===== config.mk =====
export PLATFORM = sky130hd
export DESIGN_NAME = conv_unit_sched
export DESIGN_NICKNAME = d
export VERILOG_FILES = /design/src/rtl/conv_sched_pkg.sv /design/src/rtl/sched_delay_line.sv /design/src/rtl/conv_unit_sched.sv
export SDC_FILE = /design/constraint.sdc
export NUM_CORES = 1
export LEC_CHECK = 0
export BUFFER_PORTS_ARGS = -buffer_cell sky130_fd_sc_hd__clkbuf_2
export CAP_MARGIN = 20
export CORE_UTILIZATION = 43
export DETAILED_ROUTE_END_ITERATION = 8
export PLACE_DENSITY = 0.71
export SETUP_SLACK_MARGIN = 0.02
export SYNTH_ARGS = -nofsm -noshare
export SYNTH_HDL_FRONTEND = slang
export SYNTH_SLANG_ARGS = --single-unit

===== constraint.sdc =====
create_clock -name clk -period 3.5 [get_ports clk]
set_input_delay 0.875 -clock clk [delete_from_list [all_inputs] [get_ports clk]]
set_output_delay 0.875 -clock clk [all_outputs]
set_load 0.01 [all_outputs]

===== src/rtl/conv_sched_pkg.sv =====
// Shared types for the conv -> relu -> pool pixel-unit sequencer.
// Latency: n/a (types and constants only).
// Backpressure: n/a.
// Contents: FSM state enum, result tag carried down the delay line, default conv latency.
package conv_sched_pkg;

   localparam int CONV_LAT_DEF = 3;
   localparam int TAG_FIELD_W  = 10;

   typedef enum logic [1:0] {
      IDLE  = 2'd0,
      RUN   = 2'd1,
      DRAIN = 2'd2,
      DONE  = 2'd3
   } sched_state_t;

   // Identifies which window result the unit is producing.
   typedef struct packed {
      logic                   valid;
      logic [TAG_FIELD_W-1:0] row;
      logic [TAG_FIELD_W-1:0] col;
   } tag_t;

endpackage


===== src/rtl/sched_delay_line.sv =====
// Fixed-depth shift register used to align result tags with the pixel unit output.
// Latency: DEPTH cycles from d to q.
// Backpressure: none; shifts every cycle.
// Ports: clk, rst (sync active-low), d (WIDTH in), q (WIDTH out).
module sched_delay_line #(
   parameter int DEPTH = 4,
   parameter int WIDTH = 1
) (
   input  logic             clk,
   input  logic             rst,
   input  logic [WIDTH-1:0] d,
   output logic [WIDTH-1:0] q
);

   logic [WIDTH-1:0] stage [DEPTH];

   always_ff @(posedge clk) begin
      if (!rst) begin
         for (int i = 0; i < DEPTH; i++) stage[i] <= '0;
      end else begin
         stage[0] <= d;
         for (int i = 1; i < DEPTH; i++) stage[i] <= stage[i-1];
      end
   end

   assign q = stage[DEPTH-1];

endmodule


===== src/rtl/conv_unit_sched.sv =====
// Scans an image in 3-row bands, issuing one 3-pixel column per cycle to the conv/relu/pool unit.
// Latency: first read the cycle after start; results tagged 1+CONV_LAT cycles after the window-completing read.
// Backpressure: hold freezes column reads during RUN; in-flight tags and DRAIN keep moving.
// Ports: clk, rst (sync active-low), start/hold in; busy/done status; rd_en/rd_addr0..2 to the
//        3-port pixel RAM, rd_data back; col_pix/conv_en/col_first/pool_phase to the unit;
//        out_valid/pool_valid/out_row/out_col tag the unit output.
module conv_unit_sched
   import conv_sched_pkg::*;
#(
   parameter int IMG_W    = 28,
   parameter int IMG_H    = 28,
   parameter int PIX_W    = 16,
   parameter int ADDR_W   = TAG_FIELD_W,
   parameter int CONV_LAT = CONV_LAT_DEF
) (
   input  logic                clk,
   input  logic                rst,
   input  logic                start,
   input  logic                hold,
   output logic                busy,
   output logic                done,
   output logic                rd_en,
   output logic [ADDR_W-1:0]   rd_addr0,
   output logic [ADDR_W-1:0]   rd_addr1,
   output logic [ADDR_W-1:0]   rd_addr2,
   input  logic [3*PIX_W-1:0]  rd_data,
   output logic [3*PIX_W-1:0]  col_pix,
   output logic                conv_en,
   output logic                col_first,
   output logic                pool_phase,
   output logic                out_valid,
   output logic                pool_valid,
   output logic [ADDR_W-1:0]   out_row,
   output logic [ADDR_W-1:0]   out_col
);

   localparam int                DCNT_W = $clog2(CONV_LAT + 1) + 1;
   localparam logic [ADDR_W-1:0] C_LAST = ADDR_W'(IMG_W - 1);
   localparam logic [ADDR_W-1:0] R_LAST = ADDR_W'(IMG_H - 3);
   localparam logic [DCNT_W-1:0] D_LAST = DCNT_W'(CONV_LAT);

   sched_state_t      state, state_nxt;
   logic [ADDR_W-1:0] col_cnt;
   logic [ADDR_W-1:0] band_cnt;
   logic [DCNT_W-1:0] drain_cnt;
   tag_t              tag_in, tag_out;

   // State register
   always_ff @(posedge clk) begin
      if (!rst) state <= IDLE;
      else      state <= state_nxt;
   end

   // Next-state logic
   always_comb begin
      state_nxt = state;
      case (state)
         IDLE:    if (start) state_nxt = RUN;
         RUN:     if (!hold && col_cnt == C_LAST) state_nxt = DRAIN;
         DRAIN:   if (drain_cnt == D_LAST) state_nxt = (band_cnt == R_LAST) ? DONE : RUN;
         DONE:    state_nxt = IDLE;
         default: state_nxt = IDLE;
      endcase
   end

   // FSM outputs
   always_comb begin
      rd_en = (state == RUN) && !hold;
      busy  = (state != IDLE);
      done  = (state == DONE);
   end

   // Column/band counters and row addresses. Each read advances all three addresses by one;
   // after the last column of a band the +1 already lands on the next band's first pixel,
   // so no separate wrap correction is needed.
   always_ff @(posedge clk) begin
      if (!rst) begin
         col_cnt   <= '0;
         band_cnt  <= '0;
         drain_cnt <= '0;
         rd_addr0  <= '0;
         rd_addr1  <= '0;
         rd_addr2  <= '0;
      end else begin
         if (state == IDLE && start) begin
            col_cnt  <= '0;
            band_cnt <= '0;
            rd_addr0 <= '0;
            rd_addr1 <= ADDR_W'(IMG_W);
            rd_addr2 <= ADDR_W'(2 * IMG_W);
         end
         if (rd_en) begin
            col_cnt  <= (col_cnt == C_LAST) ? '0 : col_cnt + 1'b1;
            rd_addr0 <= rd_addr0 + 1'b1;
            rd_addr1 <= rd_addr1 + 1'b1;
            rd_addr2 <= rd_addr2 + 1'b1;
         end
         if (state == DRAIN) begin
            drain_cnt <= drain_cnt + 1'b1;
            if (drain_cnt == D_LAST && band_cnt != R_LAST) band_cnt <= band_cnt + 1'b1;
         end else begin
            drain_cnt <= '0;
         end
      end
   end

   // Column qualifiers follow the RAM's one-cycle read latency.
   always_ff @(posedge clk) begin
      if (!rst) begin
         conv_en   <= 1'b0;
         col_first <= 1'b0;
      end else begin
         conv_en   <= rd_en;
         col_first <= rd_en && (col_cnt == '0);
      end
   end

   assign col_pix = rd_data;

   // Columns 2.. complete a 3x3 window; invalid tags are zeroed so row/col read 0 between results.
   always_comb begin
      tag_in = '0;
      if (rd_en && col_cnt >= ADDR_W'(2)) begin
         tag_in.valid = 1'b1;
         tag_in.row   = TAG_FIELD_W'(band_cnt);
         tag_in.col   = TAG_FIELD_W'(col_cnt - ADDR_W'(2));
      end
   end

   // One stage for the RAM read plus CONV_LAT for the unit.
   sched_delay_line #(
      .DEPTH (1 + CONV_LAT),
      .WIDTH ($bits(tag_t))
   ) u_tag_dl (
      .clk (clk),
      .rst (rst),
      .d   (tag_in),
      .q   (tag_out)
   );

   // Output column index restarts at 0 every band, so its LSB is the pooling phase.
   assign out_valid  = tag_out.valid;
   assign out_row    = ADDR_W'(tag_out.row);
   assign out_col    = ADDR_W'(tag_out.col);
   assign pool_phase = tag_out.valid & tag_out.col[0];
   assign pool_valid = out_valid & pool_phase;

endmodule


After elaboration in Yosys (flattened, before gate mapping)
Memories as Yosys holds them, arrays and structs flattened. Index checks and enable logic that the tools add are counted.

Flip-flop bits (word level): 57. Input bits: 52. RAM bits: 84. Memories kept: 1. Output and inout bits: 106.

Memory list: u_tag_dl.stage (words 4, bits a word 21, read ports 4, clocked after memory_dff 0, write ports 4, RTL line sched_delay_line.sv:15) `logic [WIDTH-1:0] stage [DEPTH];`.

Mux-type cells: 23. Magnitude comparators: 1. Reductions and logical operators: 13. Equal/unequal tests: 10. Bitwise operators: 6. Add/sub/neg operators: 7.

Operator list (count): two-way mux 10 bit (11); two-way mux 21 bit (5); adder 10 x 1 -> 10 bit (second input constant) (5); equality test 10 x 5 -> 1 bit (second input constant) (2); >= comparator 10 x 2 -> 1 bit (second input constant) (1); zero test 10 bit (1); != test 10 x 5 -> 1 bit (second input constant) (1); subtractor 10 x 2 -> 10 bit (second input constant) (1); two-way mux 2 bit (4); one-hot mux 2 bit (4 select lines) (1); logical AND 1 bit (6); equality test 2 bit (second input constant) (2); != test 2 bit (second input constant) (2); bitwise OR 1 bit (4); nonzero test 2 bit (2); adder 3 x 1 -> 3 bit (second input constant) (1); equality test 3 x 2 -> 1 bit (second input constant) (1); AND reduction 3 bit (1); AND 1 bit (2); equality test 2 x 1 -> 1 bit (second input constant) (1); zero test 2 bit (1); two-way mux 1 bit (2); != test 2 x 1 -> 1 bit (second input constant) (1); AND reduction 2 bit (1); zero test 1 bit (1).

Longest topological paths before layout
Gate-level depths: netlist (run 1).

Depth after elaboration: 5. Gate-level depth with buffers: 7.

Hierarchy
A second synthesis (run 1) with hierarchy kept.

Cells, all modules: 600. Area, all modules: 5750.5 µm².

Modules (own cells, without submodules): conv_unit_sched (instances 1, cells each 423, area an instance 3454.6 µm²); sched_delay_line (instances 1, cells each 177, area an instance 2296.0 µm²).

Worst setup path after synthesis (run 1)
OpenSTA, ideal clock, no wires.

Path type: input -> output. Start point: input hold. End point: output rd_en. Data arrival time: 1.662 ns. Required time: 2.625 ns. Path slack: 0.963 ns. Stages on the path: 4. Buffers on the path: 2. Path through: or3b_1 > buf_6 > inv_2 > buf_2.

Cells in the longest elaborated chain, start to end: 2.

Ends and longest elaborated chain: start, declared (RTL line conv_unit_sched.sv:19) `input logic hold,`; zero test 1 bit (RTL line conv_unit_sched.sv:68) `rd_en = (state == RUN) && !hold;`; logical AND 1 bit (RTL line conv_unit_sched.sv:68); end, declared (RTL line conv_unit_sched.sv:22) `output logic rd_en,`.

Every way passes these cells.

Worst setup path after layout (run 1)
Same ends and word-level chain as after synthesis.

==> impl_metrics.env, run 1 <==
export IMPL_wl_met1_um=4470
export IMPL_cp_depth=4
export IMPL_clk_path_buf_depth=2
export IMPL_synth_cell_area_sq_mm=0.00568
export IMPL_hold_buffers=0
export IMPL_path_common_cell="clkbuf_2"
export IMPL_wl_per_cell_um=12.9
export IMPL_row_count=41
export IMPL_synth_distinct_cells=59
export IMPL_critPathKind="primary input to output port"
export IMPL_rrSetupSlack_ns=1.33
export IMPL_final_setup_tns_ns=0
export IMPL_min_period_over_period=0.797
export IMPL_cts_resized_gates=0
export IMPL_gp_congestion=0.840
export IMPL_tightest_slew_ns=0.940
export IMPL_critPathTopFamily="buffers and inverters"
export IMPL_die_area_sq_mm=0.0137
export IMPL_synthFlopType="dfxtp_1"
export IMPL_ant_nets=0
export IMPL_yosysSeqAreaShare=0.497
export IMPL_gr_usage_all_layers=0.156
export IMPL_path_clk_slew_ns=0.06
export IMPL_dp_hpwl_um=6510
export IMPL_drt_iter0_markers=255
export IMPL_hold_viol_final=0
export IMPL_crit_required_ns=2.62
export IMPL_status="completed"
export IMPL_cap_violations=0
export IMPL_vias_per_cell=5.07
export IMPL_whs_path_depth=1
export IMPL_drive_gt1_frac=0.178
export IMPL_ys_warnings_count=0
export IMPL_dpl_cell_area_sq_mm=0.00559
export IMPL_dieHeight_um=117
export IMPL_clock_skew_ns=0.0115
export IMPL_grt_pass1_vias=3545
export IMPL_timing_rr_start="state[1]"
export IMPL_cts_sink_count=141
export IMPL_leakagePower_nw=2.58
export IMPL_path_buf_inv=3
export IMPL_die_x_um=117
export IMPL_rsz0062_at_grt="no"
export IMPL_slew_viol_final=0
export IMPL_fin_crit_ns=2.79
export IMPL_via_count=3890
export IMPL_syn_to_final_growth_pct=9.08
export IMPL_cts_tree="done"
export IMPL_synth_cells=595
export IMPL_crit_arrival_ns=1.91
export IMPL_totalWireLength_um=9870
export IMPL_setup_viol=0
export IMPL_nets=646
export IMPL_finalInstanceArea_sq_mm=0.00619
export IMPL_io_pins=158
export IMPL_async_flop_share=0
export IMPL_slowest_stage="or3b_1"
export IMPL_regToRegEndpoint="col_cnt[6]"
export IMPL_first_pass_iters=5
export IMPL_relSlewSlack=0.371
export IMPL_avgSynthCellArea_sq_um=9.54
export IMPL_cts_buffers=17
export IMPL_start_util=0.446
export IMPL_crit_chain="clkbuf_2 > or3b_1 > inv_2 > clkbuf_2"
export IMPL_drc=0
export IMPL_slowest_delay_ns=0.43
export IMPL_synth_nets=659
export IMPL_end_kind="output port"
export IMPL_clock_latency_ns=0.42
export IMPL_antenna_diode_count=0
export IMPL_hold_path_startpoint="drain_cnt[0]"
export IMPL_core_area_sq_mm=0.0127
export IMPL_maxUsedRoutingLayer="met4"
export IMPL_fmax_ghz=0.359
export IMPL_utilization=0.487
export IMPL_route_met3_wl_um=736
export IMPL_ys_seq_elements=141
export IMPL_root_buffer="clkbuf_16"
export IMPL_numPortBuffers=61
export IMPL_worstHoldEndpoint="drain_cnt[0]"
export IMPL_path_max_fanout=18
export IMPL_p_per_area_mw_per_mm2=567
export IMPL_vdd_ir_drop_max_uv=373
export IMPL_antenna_found_initial=0
export IMPL_grt_max_degree=85
export IMPL_h_tree_depth=4
export IMPL_design_power_total_mw=3.51
export IMPL_met2WireLength_um=4480
export IMPL_hold_class="flip-flop to flip-flop"
export IMPL_ff2ff_path_depth=5
export IMPL_overflow=0
export IMPL_grt_pass1_wl_um=16500
export IMPL_critPathLaunchType="primary input"
export IMPL_post_cts_buffers=0
export IMPL_synth_edf_count=0
flip-flops by register name, indices dropped and copies added, names as in the netlist, 2 cells and up:
signal and count:
drain_cnt 3, rd_addr0 10, band_cnt 10, rd_addr1 10
col_cnt 10, state 2, rd_addr2 10, u_tag_dl.stage 84
cells by family (layout without fill, tap and decap cells):
logic type	after synthesis	after routing	share of synthesized area
AO/OA/AOI/OAI	67	67	0.0809
XOR/XNOR	14	14	0.0216
adder cells (fa/ha/maj)	12	12	0.0264
buffers and inverters	112	112	0.122
flip-flops	141	141	0.497
multiplexers	5	5	0.00904
AND/OR/NAND/NOR	244	244	0.243
power by group:
group	switching (mW)	internal, mW	leakage (nW)
sequential	0.0146	1.62	1.14
combinational	0.0630	0.0309	1.15
clock	0.699	1.09	0.289
total	0.776	2.73	2.58
worst max path at each step:
stage,start,to
after global routing,state[0],rd_en
after detailed placement,hold,rd_en
final,hold,rd_en
after global placement,hold,rd_en
after floorplan,hold,rd_en
after CTS,state[0],rd_en
synth_stat cells, drive strengths merged, types with 6 or more instances:
cell type  instances  share of area
a21oi             18          0.016
o311ai             6         0.0093
xor2               6         0.0093
and3               6         0.0066
dfxtp            141           0.50
nand2             30          0.020
inv               13         0.0086
nor4               6         0.0093
o21ai             12          0.011
or4                6         0.0086
a31oi              7         0.0077
ha                12          0.026
clkbuf            21          0.014
nor2              40          0.026
xnor2              8          0.012
nand3             25          0.022
nand4             14          0.015
and2              77          0.085
buf               77          0.099
nor3               7         0.0062
or3                8         0.0088
worst register-to-register path, delay by kind of cell (launching register included):
| kind | cells | cell delay [ns] |
|---|---|---|
| flip-flops | 1 | 0.54 |
| AO/OA/AOI/OAI | 1 | 0.21 |
| AND/OR/NAND/NOR | 3 | 1.19 |
| buffers and inverters | 1 | 0.17 |
per-layer routing:
| metal | global-route usage | up-vias |
|---|---|---|
| met3 | 0.0561 | 22 |
| met1 | 0.190 | 1785 |
| met4 | 0.0852 | 0 |
| li1 | - | 1928 |
| met5 | 0 | - |
| met2 | 0.242 | 155 |
area by class of cell:
cell class	instances	area (sq um)
timing repair buffer	66	343
inverter	14	52.6
multi-input combinational	342	2160
sequential	141	2820
fill	1210	6530
tap	172	215
clock inverter	13	155
clock buffer	19	443
cells in the final DEF (no fill, tap or decap), types with 5 or more instances in the layout:
master	netlist	routed
ha_1	12	12
inv_1	12	12
nor3_1	7	7
nand4_1	14	14
o311ai_0	6	6
and3_1	6	6
xor2_1	6	6
nand3_1	25	25
nand2_1	30	30
clkbuf_16	0	17
dfxtp_1	141	141
nor2b_1	5	5
a31oi_1	7	7
o21ai_0	12	12
xnor2_1	8	8
a21oi_1	18	18
nor2_1	40	40
buf_4	69	5
and2_1	77	77
or3_1	8	8
or4_1	5	5
clkbuf_2	0	61
nor4_1	5	5
metrics by stage:
step | cells | hold WS, ns | setup slack, ns
after floorplan | 595 | 0.399 | 0.963
after global placement | 735 | 0.408 | 0.777
after detailed placement | 735 | 0.417 | 0.742
after CTS | 767 | 0.425 | 0.710
after global routing | 767 | 0.439 | 0.609
final | 767 | 0.423 | 0.712
(Power assumes the default switching activity.)
==> run 2: changes to the inputs <==
Settings changed: ABC_AREA set to 1, PLACE_DENSITY 0.71 to 0.7.
Clock period 3.5 ns to 2.8 ns, I/O delays scaled along.
==> run 2 against run 1 <==
Effect of this change:
- first-iteration DRC count up 15%
- via count up 16%
- critical endpoint unchanged
- die area up 5.8%
- clock skew down 0.0028 ns
- hold slack worse by 0.023 ns
- register-to-register slack worse by 0.32 ns
- wire length up 10%
- count of clock-buffer cells in the layout down 1
- final area up 5.0%
- setup slack better by 0.092 ns
- highest routed layer unchanged
- final cell count up 28%
- total power up 38%
==> impl_metrics.env, run 2 <==
export IMPL_status="completed"
export IMPL_slew_viol_final=0
export IMPL_whs_ns=0.400
export IMPL_vdd_ir_drop_max_uv=444
export IMPL_synthSimpleGateAreaFrac=0.248
export IMPL_yosys_area_share_adder=0.0250
export IMPL_antenna_diode_count=0
export IMPL_fmax_ghz=0.501
export IMPL_most_common_layout_cells="206 x nand2_1, 141 x dfxtp_1, 121 x inv_1"
export IMPL_tightest_slew_ns=0.644
export IMPL_clock_skew_ns=0.00870
export IMPL_design_power_total_mw=4.86
export IMPL_nets=858
export IMPL_cts_resized_gates=0
export IMPL_syn_to_final_growth_pct=8.11
export IMPL_grt_pass1_vias=4050
export IMPL_ff2ff_path_depth=6
export IMPL_start_util=0.447
export IMPL_synth_cell_area_sq_mm=0.00601
export IMPL_grt_max_degree=97
export IMPL_pwr_share_clk=0.450
export IMPL_yosysSeqAreaShare=0.469
export IMPL_yosysMostFrequentCell="nand2_1"
export IMPL_crit_required_ns=2.10
export IMPL_hold_class="flip-flop to flip-flop"
export IMPL_end_kind="output port"
export IMPL_via_count=4496
export IMPL_fin_crit_ns=2.00
export IMPL_regToRegEndpoint="u_tag_dl.stage[0][3]"
export IMPL_p_per_area_mw_per_mm2=748
export IMPL_synth_area_leaders="dfxtp_1 47%, nand2_1 13%, buf_4 8.9%"
export IMPL_rsz0062_at_grt="no"
export IMPL_setup_viol=0
export IMPL_critPathLaunchType="flip-flop"
export IMPL_synth_top_family_by_area="simple AND/OR/NAND/NOR gates"
export IMPL_p_comb_frac=0.110
export IMPL_drt_iter0_markers=292
export IMPL_vias_per_cell=4.57
export IMPL_avgSynthCellArea_sq_um=7.49
export IMPL_worstHoldEndpoint="u_tag_dl.stage[0][49]"
export IMPL_final_setup_tns_ns=0
export IMPL_overflow=0
export IMPL_row_count=42
export IMPL_dp_hpwl_um=6940
export IMPL_grt_pass1_wl_um=18200
export IMPL_synth_distinct_cells=31
export IMPL_synth_top_area_frac=0.469
export IMPL_die_area_sq_mm=0.0145
export IMPL_numPortBuffers=61
export IMPL_hold_path_startpoint="u_tag_dl.stage[0][28]"
export IMPL_whs_path_depth=2
export IMPL_antenna_found_initial=0
export IMPL_synth_xor_area_share=0.00583
export IMPL_synth_edf_count=0
export IMPL_synth_cells=803
export IMPL_clk_path_buf_depth=2
export IMPL_gr_usage_met3=0.0514
export IMPL_synthFlopType="dfxtp_1"
export IMPL_path_max_fanout=5
export IMPL_yosys_top_cells_count="206 x nand2_1, 141 x dfxtp_1, 121 x inv_1"
export IMPL_cap_violations=0
export IMPL_utilization=0.483
export IMPL_h_tree_depth=4
export IMPL_root_buffer="clkbuf_16"
export IMPL_busiest_layer="met2"
export IMPL_path_clk_slew_ns=0.07
export IMPL_first_pass_iters=4
export IMPL_gr_usage_all_layers=0.160
export IMPL_rrSetupSlack_ns=1.01
export IMPL_cts_buffers=17
export IMPL_internal_power_mw=3.47
export IMPL_largest_reg_flops=84
export IMPL_final_common_cell="nand2_1"
export IMPL_slowest_delay_ns=0.37
export IMPL_p_seq_frac=0.440
export IMPL_ys_seq_elements=141
export IMPL_dieHeight_um=120
export IMPL_timing_rr_start="col_cnt[4]"
export IMPL_switchingPower_mw=1.39
export IMPL_relSlewSlack=0.569
export IMPL_cts_sink_count=141
export IMPL_slowest_stage="dfxtp_1"
export IMPL_yosysTopAreaCell="dfxtp_1"
export IMPL_synth_nets=867
export IMPL_critPathKind="flip-flop to output port"
export IMPL_synth_compound_area_frac=0.0672
export IMPL_io_pins=158
export IMPL_post_cts_buffers=0
export IMPL_gr_usage_met1=0.194
export IMPL_core_area_sq_mm=0.0135
export IMPL_drive_gt1_frac=0.138
export IMPL_ant_nets=0
export IMPL_cts_tree="done"
export IMPL_hold_viol_final=0
export IMPL_crit_chain="inv_1 > nand2_1 > nor2_2 > clkbuf_2"
export IMPL_async_flop_share=0
export IMPL_totalWireLength_um=10900
export IMPL_p_sw_frac=0.286
export IMPL_gp_congestion=0.820
export IMPL_grt_use_met2=0.245
export IMPL_leakagePower_nw=3.23
export IMPL_hold_buffers=0
export IMPL_top_register="u_tag_dl.stage"
export IMPL_clock_latency_ns=0.42
export IMPL_drc=0
export IMPL_die_x_um=120
export IMPL_wl_per_cell_um=11.0
export IMPL_muxShareOfSynthArea=0
export IMPL_min_period_over_period=0.713
export IMPL_ys_warnings_count=0
export IMPL_nFillCells=1333
export IMPL_crit_arrival_ns=1.30
==> run 2: cell count changes in the layout (fill, tap and decap cells not counted), sizes merged, moves of 7 or more <==
cell,previous run,this run
a21oi,18,34
nor2,40,87
o21ai,12,32
a31oi,7,0
inv,19,132
nand2,30,210
or3,8,0
xnor2,8,0
and2,77,2
==> run 2: stage by stage <==
| stage | instance area (sq um) | instances | worst slack, ns |
|---|---|---|---|
| 2_1_floorplan | 6010 | 803 | 0.998 |
| 3_3_place_gp | 5930 | 951 | 0.815 |
| 3_5_place_dp | 5930 | 951 | 0.751 |
| 4_1_cts | 6500 | 983 | 0.774 |
| 5_1_grt | 6500 | 983 | 0.715 |
| 6_report | 6500 | 983 | 0.804 |
==> run 2: layout make-up <==
type,instances,area [sq um],area share
sequential,141,2820,0.434
multi-input combinational,447,2080,0.320
inverter,123,462,0.0710
clock buffer,18,429,0.0660
timing repair buffer,64,340,0.0523
tap,176,220,0.0339
clock inverter,14,145,0.0223
==> run 2: per-layer routing <==
| metal | share of wire | vias to the layer above |
|---|---|---|
| met5 | 0 | - |
| met4 | 0.033 | 0 |
| met3 | 0.078 | 45 |
| met2 | 0.42 | 150 |
| met1 | 0.47 | 1929 |
| li1 | - | 2372 |
==> run 2: power groups by stage <==
| stage | Sequential (mW) | Clock, mW | Combinational, mW |
|---|---|---|---|
| 3_3_place_gp | 2.18 | 0 | 0.531 |
| 6_report | 2.14 | 2.19 | 0.536 |
| 5_1_grt | 2.15 | 2.31 | 0.600 |
| 4_1_cts | 2.14 | 2.22 | 0.539 |
| 3_5_place_dp | 2.18 | 0 | 0.536 |
| 2_1_floorplan | 2.18 | 0 | 0.448 |
==> run 2: kinds of logic after synthesis <==
kind of cell,Yosys count
AO/OA/AOI/OAI,74
adder cells (fa/ha/maj),12
XOR/XNOR,4
AND/OR/NAND/NOR,357
buffers and inverters,215
flip-flops,141
==> run 2: worst max-delay path: cells and delay by family, from the launching register on <==
kind | cells | cell delay (ns)
buffers and inverters | 2 | 0.24
DFF | 1 | 0.37
and+or+nand+nor | 2 | 0.26
==> run 2: how the worst max path moves through the flow <==
stage                                       to  slack [ns]     start
after detailed placement  u_tag_dl.stage[0][3]        0.75      hold
after CTS                                rd_en        0.77  state[1]
after floorplan                          rd_en         1.0      hold
final                                    rd_en        0.80  state[1]
after global routing                     rd_en        0.72  state[1]
after global placement    u_tag_dl.stage[0][3]        0.81      hold
